[config.mk]
export PLATFORM = sky130hd
export DESIGN_NAME = uart_rx_framer
export DESIGN_NICKNAME = d
export VERILOG_FILES = /design/src/rtl/uart_pkg.sv /design/src/rtl/uart_sync_fifo.sv /design/src/rtl/uart_rx_framer.sv
export SDC_FILE = /design/constraint.sdc
export NUM_CORES = 1
export LEC_CHECK = 0
export ABC_CLOCK_PERIOD_IN_PS = 2000
export BUFFER_PORTS_ARGS = -buffer_cell sky130_fd_sc_hd__buf_2
export CAP_MARGIN = 25
export CORE_AREA = 2 2 76 78
export CTS_BUF_LIST = sky130_fd_sc_hd__clkbuf_2
export DETAILED_ROUTE_END_ITERATION = 6
export DIE_AREA = 0 0 78 80
export GPL_TIMING_DRIVEN = 1
export PLACE_DENSITY = 0.82
export SLEW_MARGIN = 40
export SYNTH_ARGS = -nofsm -noshare
export SYNTH_HDL_FRONTEND = slang
export SYNTH_SLANG_ARGS = --single-unit
[constraint.sdc]
create_clock -name clk -period 2 [get_ports clk]
set_input_delay 0.4 -clock clk [delete_from_list [all_inputs] [get_ports clk]]
set_output_delay 0.4 -clock clk [all_outputs]
set_load 0.02 [all_outputs]
[src/rtl/uart_pkg.sv]
// Shared types and helpers for the UART receive path.
`timescale 1ns/1ps
package uart_pkg;

  // Default oversample ratio of the shared baud tick and its mid-bit tick.
  localparam int unsigned DEF_OVERSAMPLE = 8;
  localparam int unsigned MID_TICK       = DEF_OVERSAMPLE / 2;
  localparam int unsigned MAX_DATA_BITS  = 9;

  typedef enum logic [2:0] {
    IDLE,
    START,
    DATA,
    PARITY,
    STOP,
    BREAK
  } rx_state_t;

  // 2-of-3 vote over the mid-bit samples.
  function automatic logic majority3(input logic a, input logic b, input logic c);
    return (a & b) | (a & c) | (b & c);
  endfunction

  // Expected parity bit; zero padding above the data width does not alter the XOR.
  function automatic logic calc_parity(input logic [MAX_DATA_BITS-1:0] data, input logic odd);
    return (^data) ^ odd;
  endfunction

endpackage

[src/rtl/uart_sync_fifo.sv]
// First-word-fall-through synchronous FIFO with extra-MSB pointers.
`timescale 1ns/1ps
module uart_sync_fifo
  import uart_pkg::*;
#(
  parameter int unsigned WIDTH = 8,
  parameter int unsigned DEPTH = 4
) (
  input  logic             clk,
  input  logic             reset,
  input  logic             i_push,
  input  logic             i_pop,
  input  logic [WIDTH-1:0] i_wdata,
  output logic [WIDTH-1:0] o_rdata,
  output logic             o_full,
  output logic             o_empty
);

  localparam int unsigned AW = $clog2(DEPTH);

  logic [WIDTH-1:0] r_mem [DEPTH];
  logic [AW:0]      r_wr_ptr;
  logic [AW:0]      r_rd_ptr;
  logic             w_do_pop;
  logic             w_do_push;

  assign o_empty   = (r_wr_ptr == r_rd_ptr);
  assign o_full    = (r_wr_ptr[AW] != r_rd_ptr[AW]) && (r_wr_ptr[AW-1:0] == r_rd_ptr[AW-1:0]);
  assign w_do_pop  = i_pop && !o_empty;
  // A full FIFO still accepts a push when the head leaves in the same cycle.
  assign w_do_push = i_push && (!o_full || w_do_pop);
  assign o_rdata   = o_empty ? '0 : r_mem[r_rd_ptr[AW-1:0]];

  // Pointer update; pointers wrap naturally through the extra MSB.
  always_ff @(posedge clk) begin
    if (reset) begin
      r_wr_ptr <= '0;
      r_rd_ptr <= '0;
    end else begin
      if (w_do_push) r_wr_ptr <= r_wr_ptr + (AW+1)'(1);
      if (w_do_pop)  r_rd_ptr <= r_rd_ptr + (AW+1)'(1);
    end
  end

  // Storage write; contents are only observed through the pointers.
  always_ff @(posedge clk) begin
    if (w_do_push) r_mem[r_wr_ptr[AW-1:0]] <= i_wdata;
  end

endmodule

[src/rtl/uart_rx_framer.sv]
// UART receiver: rx synchroniser, majority-voted deframer and FWFT receive FIFO.
`timescale 1ns/1ps
module uart_rx_framer
  import uart_pkg::*;
#(
  parameter int unsigned DATA_BITS  = 8,
  parameter int unsigned OVERSAMPLE = DEF_OVERSAMPLE,
  parameter int unsigned PARITY_EN  = 0,
  parameter int unsigned PARITY_ODD = 0,
  parameter int unsigned FIFO_DEPTH = 4
) (
  input  logic                 clk,
  input  logic                 reset,
  input  logic                 baud8_tick,
  input  logic                 rx,
  input  logic                 rd_ready,
  output logic                 rd_valid,
  output logic [DATA_BITS-1:0] rd_data,
  output logic                 frame_err,
  output logic                 parity_err,
  output logic                 overrun,
  output logic                 rx_busy
);

  localparam int unsigned TCW = $clog2(OVERSAMPLE);
  localparam int unsigned BIW = $clog2(DATA_BITS + 1);
  // Mid-bit tick scaled from the shared default ratio (OVERSAMPLE is even).
  localparam int unsigned MID = (MID_TICK * OVERSAMPLE) / DEF_OVERSAMPLE;
  localparam logic [TCW-1:0] TC_S0   = TCW'(MID - 1);
  localparam logic [TCW-1:0] TC_S1   = TCW'(MID);
  localparam logic [TCW-1:0] TC_RES  = TCW'(MID + 1);
  localparam logic [TCW-1:0] TC_LAST = TCW'(OVERSAMPLE - 1);
  localparam logic [BIW-1:0] IDX_END = BIW'(DATA_BITS);

  logic                 r_sync1, r_sync2;
  rx_state_t            r_state, w_state_nxt;
  logic [TCW-1:0]       r_tc, w_tc_nxt;
  logic [BIW-1:0]       r_bit_idx, w_idx_nxt;
  logic [DATA_BITS-1:0] r_shift, w_shift_nxt;
  logic                 r_s0, w_s0_nxt, r_s1, w_s1_nxt;
  logic                 r_par_pend, w_par_nxt;
  logic                 r_frame_err, w_ferr_nxt;
  logic                 r_parity_err, w_perr_nxt;
  logic                 r_overrun, r_rx_busy;
  logic                 w_push, w_pop, w_full, w_empty;
  logic                 w_bit, w_resolve, w_wrap;

  assign w_bit     = majority3(r_s0, r_s1, r_sync2);
  assign w_resolve = baud8_tick && (r_tc == TC_RES);
  assign w_wrap    = baud8_tick && (r_tc == TC_LAST);
  assign w_pop     = rd_valid && rd_ready;

  // Two-flop synchroniser on the asynchronous rx line.
  always_ff @(posedge clk) begin
    if (reset) begin
      r_sync1 <= 1'b1;
      r_sync2 <= 1'b1;
    end else begin
      r_sync1 <= rx;
      r_sync2 <= r_sync1;
    end
  end

  // Deframer next-state, datapath and pulse decode.
  always_comb begin
    w_state_nxt = r_state;
    w_tc_nxt    = r_tc;
    w_idx_nxt   = r_bit_idx;
    w_shift_nxt = r_shift;
    w_s0_nxt    = r_s0;
    w_s1_nxt    = r_s1;
    w_par_nxt   = r_par_pend;
    w_push      = 1'b0;
    w_ferr_nxt  = 1'b0;
    w_perr_nxt  = 1'b0;

    if (baud8_tick && (r_state inside {START, DATA, PARITY, STOP})) begin
      w_tc_nxt = (r_tc == TC_LAST) ? '0 : r_tc + TCW'(1);
      if (r_tc == TC_S0) w_s0_nxt = r_sync2;
      if (r_tc == TC_S1) w_s1_nxt = r_sync2;
    end

    case (r_state)
      IDLE: begin
        if (baud8_tick && !r_sync2) begin
          w_state_nxt = START;
          w_tc_nxt    = '0;
          w_idx_nxt   = '0;
          w_par_nxt   = 1'b0;
        end
      end
      START: begin
        if (w_resolve && w_bit) w_state_nxt = IDLE;
        else if (w_wrap)        w_state_nxt = DATA;
      end
      DATA: begin
        if (w_resolve) begin
          w_shift_nxt = {w_bit, r_shift[DATA_BITS-1:1]};
          w_idx_nxt   = r_bit_idx + BIW'(1);
        end
        if (w_wrap && (r_bit_idx == IDX_END))
          w_state_nxt = (PARITY_EN != 0) ? PARITY : STOP;
      end
      PARITY: begin
        if (w_resolve &&
            (w_bit != calc_parity(MAX_DATA_BITS'(r_shift), 1'(PARITY_ODD))))
          w_par_nxt = 1'b1;
        if (w_wrap) w_state_nxt = STOP;
      end
      STOP: begin
        if (w_resolve) begin
          if (!w_bit) begin
            w_ferr_nxt  = 1'b1;
            w_state_nxt = BREAK;
          end else begin
            w_perr_nxt  = r_par_pend;
            w_push      = !r_par_pend;
            w_state_nxt = IDLE;
          end
        end
      end
      BREAK: begin
        if (baud8_tick && r_sync2) w_state_nxt = IDLE;
      end
      default: w_state_nxt = IDLE;
    endcase
  end

  // State, datapath and registered status outputs.
  always_ff @(posedge clk) begin
    if (reset) begin
      r_state      <= IDLE;
      r_tc         <= '0;
      r_bit_idx    <= '0;
      r_shift      <= '0;
      r_s0         <= 1'b1;
      r_s1         <= 1'b1;
      r_par_pend   <= 1'b0;
      r_frame_err  <= 1'b0;
      r_parity_err <= 1'b0;
      r_overrun    <= 1'b0;
      r_rx_busy    <= 1'b0;
    end else begin
      r_state      <= w_state_nxt;
      r_tc         <= w_tc_nxt;
      r_bit_idx    <= w_idx_nxt;
      r_shift      <= w_shift_nxt;
      r_s0         <= w_s0_nxt;
      r_s1         <= w_s1_nxt;
      r_par_pend   <= w_par_nxt;
      r_frame_err  <= w_ferr_nxt;
      r_parity_err <= w_perr_nxt;
      r_overrun    <= w_push && w_full && !w_pop;
      r_rx_busy    <= (w_state_nxt != IDLE);
    end
  end

  uart_sync_fifo #(
    .WIDTH (DATA_BITS),
    .DEPTH (FIFO_DEPTH)
  ) u_fifo (
    .clk     (clk),
    .reset   (reset),
    .i_push  (w_push),
    .i_pop   (w_pop),
    .i_wdata (w_shift_nxt),
    .o_rdata (rd_data),
    .o_full  (w_full),
    .o_empty (w_empty)
  );

  assign rd_valid   = !w_empty;
  assign frame_err  = r_frame_err;
  assign parity_err = r_parity_err;
  assign overrun    = r_overrun;
  assign rx_busy    = r_rx_busy;

endmodule
==> metrics.yaml <==
period_share_pct: 108
die_width_um: 78
dpl-instance-area_mm2: 0.00329
port_buffers: 17
regToRegEndpoint: "u_fifo.r_mem[3][5]$_DFFE_PP_"
fp.dieArea_mm2: 0.00624
min_path_cells: 2
drtAntennaViolNets: 0
clkTransAtPathRegs_ps: 180
grt_first_pass_wirelength_um: 8650
cp_cell_sequence: "buf_12 > mux4_2 > and2_4 > buf_6"
drv_slew: 0
rsz0062_at_grt: "true"
num_vias: 1880
timing.setup.tns_ps: -1240
cp-start-kind: "register"
cts.path.max_buffers: 2
cellPowerDensity_mw_per_mm2: 600
tightest_slew_ps: 366
final_cell_mix: "edfxtp_1, dfxtp_1, nor2_1"
leakagePower_nw: 1.26
clock_sinks: 67
io_pins: 18
avgSynthCellArea_um2: 12.6
r2r_start: "r_tc[1]$_SDFF_PP0_"
h-tree-depth: 3
synthesis.area_mm2: 0.00297
setup_viol: 8
wl_um: 5340
yosysTopAreaCellShare_pct: 32.3
final_nets: 291
grt_antenna_before_repair: 0
grt_overflow_total: 0
clock_latency_ps: 480
end_kind: "output port"
die_h_um: 80
wl_per_cell_um: 15.2
grt_max_degree: 18
slowest_stage: "mux4_2"
place_hpwl_um: 3740
final_cell_area_mm2: 0.00351
utilization_pct: 64.9
syn_nets: 253
reg2reg_slack_ps: 120
drv_cap: 0
core_mm2: 0.00541
crit_path_max_incr_delay_ps: 500
path_max_fanout: 8
drive_gt1_share_pct: 33.7
drt_iter0_markers: 125
multi_input_area_mm2: 0.00127
fmax_mhz: 462
ys_seq_elements: 67
detail_route.first_pass.iterations: 4
drc: 0
crit_arrival_ps: 1770
yosysSeqAreaShare_pct: 55.9
grtUsageTotal_pct: 18.5
synth_top_cells_by_area: "edfxtp_1, dfxtp_1, mux4_2, ha_1, and2_1"
final_common_cell: "edfxtp_1"
yosysWarnings: 0
area.sequential_mm2: 0.00167
hold_viol_final: 0
min_to: "r_sync1$_SDFF_PP1_"
reg2reg_depth: 7
skew_ps: 28.6
peakVddDrop_v: 0.000326
failed_checks: "setup timing"
crit_type: "reg2out"
initial_core_util_pct: 55.0
min_period_ps: 2170
hold_start: "rx"
cts_tree: "yes"
via_per_inst: 5.36
syn_inst: 236
layout_setup_ws_ps: -167
status: "complete, but fails checks"
rows: 27
yosysTopAreaCell: "edfxtp_1"
root_buffer: "clkbuf_2"
area.growth.synth_to_final_pct: 18.0
required_ps: 1600
routabilityCongestion: 0.847
grt_pass1_vias: 1860
n_fill_cell: 389
hold_class: "in2reg"
relSlewSlack_pct: 75.6
num_antenna_cells: 0
cts_buffers: 9
synth_cell_types: 44
logic make-up (layout without fill, tap and decap cells):
group,count (synthesis),count (layout),synth area share [%]
adders and majority gates,13,13,5.38
muxes,21,21,10.8
xor gates and xnor gates,16,16,4.71
and+or+nand+nor,80,80,15.4
buffers and inverters,19,62,2.94
AOI/OAI and AO/OA,20,20,4.96
DFF,67,67,55.9
synth_stat cells:
cell type / n
or3_1: 2
nor3_4: 1
a211o_1: 1
a21oi_1: 3
nor3b_1: 1
buf_2: 1
nand2b_1: 2
a21boi_4: 1
nor4b_4: 1
nand3b_1: 1
and3b_1: 1
nand4b_1: 1
inv_1: 10
mux4_2: 8
a21boi_1: 1
mux2_2: 8
xnor2_1: 10
o21bai_1: 1
o21ai_0: 1
o22ai_1: 3
nand4_1: 2
and2_1: 23
nor3_1: 3
mux2i_1: 5
o31ai_1: 2
nand3_1: 6
xor2_1: 6
edfxtp_1: 32
dfxtp_1: 35
o31a_1: 1
clkbuf_1: 6
nor2b_1: 2
a211oi_1: 3
o21ai_1: 1
nor2_1: 20
nor4_1: 1
buf_6: 2
or3b_1: 2
a31oi_1: 1
maj3_1: 1
ha_1: 12
or2_2: 2
nand2_1: 9
a32oi_1: 1
flip-flops by register name, indices dropped and copies added (netlist names), named ones only:
name / cells
u_fifo.r_mem: 32
r_shift: 8
r_bit_idx: 4
r_state: 3
r_tc: 3
u_fifo.r_rd_ptr: 3
u_fifo.r_wr_ptr: 3
frame_err: 1
overrun: 1
parity_err: 1
r_par_pend: 1
r_s0: 1
r_s1: 1
r_sync1: 1
r_sync2: 1
rx_busy: 1
per-layer routing:
layer / GRT usage, % / vias up / wire, um
met5: 0 / - / 0
met4: 7.72 / 0 / 34
met3: 4.75 / 6 / 216
met2: 32.7 / 51 / 2810
met1: 21.4 / 901 / 2280
li1: - / 922 / -
layout make-up:
type | instances | share of cell area (%)
sequential | 67 | 47.6
clock buffer | 11 | 1.57
inverter | 10 | 1.07
clock inverter | 5 | 0.891
tap | 72 | 2.57
timing repair buffer | 36 | 10.1
multi-input combinational | 150 | 36.2
power breakdown:
| group | switching (W) | internal [W] | leakage (nW) |
|---|---|---|---|
| Sequential | 0.00000165 | 0.00143 | 0.511 |
| Clock | 0.000469 | 0.000170 | 0.0617 |
| Combinational | 0.0000226 | 0.0000151 | 0.685 |
timing repair:
action | 4_1_cts | 5_1_grt
buffers inserted | 2 | 1
endpoints found under the setup margin | 9 | 41
pin swaps | 9 | 1
gates resized for setup | 25 | 13
hold buffers | 0 | 0
how the worst max path moves through the flow:
| stage | start | end | slack, ps | cells after the start |
|---|---|---|---|---|
| after global placement | r_tc[0]$_SDFF_PP0_ | u_fifo.r_mem[3][2]$_DFFE_PP_ | 130 | 6 |
| final | register | rd_data[7] | -170 | 4 |
| after detailed placement | r_tc[0]$_SDFF_PP0_ | u_fifo.r_mem[0][2]$_DFFE_PP_ | 60 | 6 |
| after floorplan | r_tc[0]$_SDFF_PP0_ | u_fifo.r_mem[3][0]$_DFFE_PP_ | 40 | 5 |
| after global routing | register | rd_data[4] | -260 | 4 |
| after CTS | register | rd_data[5] | -200 | 4 |
critical path: cells and delay by family, from the launching register on:
kind | cells | cell delay, ps
flops | 1 | 380
buf+inv | 2 | 250
simple gates | 1 | 150
mux | 1 | 500
through the flow:
stage | setup WS (ps) | total power (W) | hold WS (ps) | std cells
global route | -256 | 0.00218 | 24.1 | 351
global placement | 130 | 0.00149 | 396 | 332
floorplan | 36.6 | 0.00148 | 389 | 236
CTS | -198 | 0.00212 | 54.8 | 350
detailed placement | 58.6 | 0.00150 | 403 | 332
finish | -167 | 0.00210 | 95.5 | 351
Power figures use the tool's default switching activity.
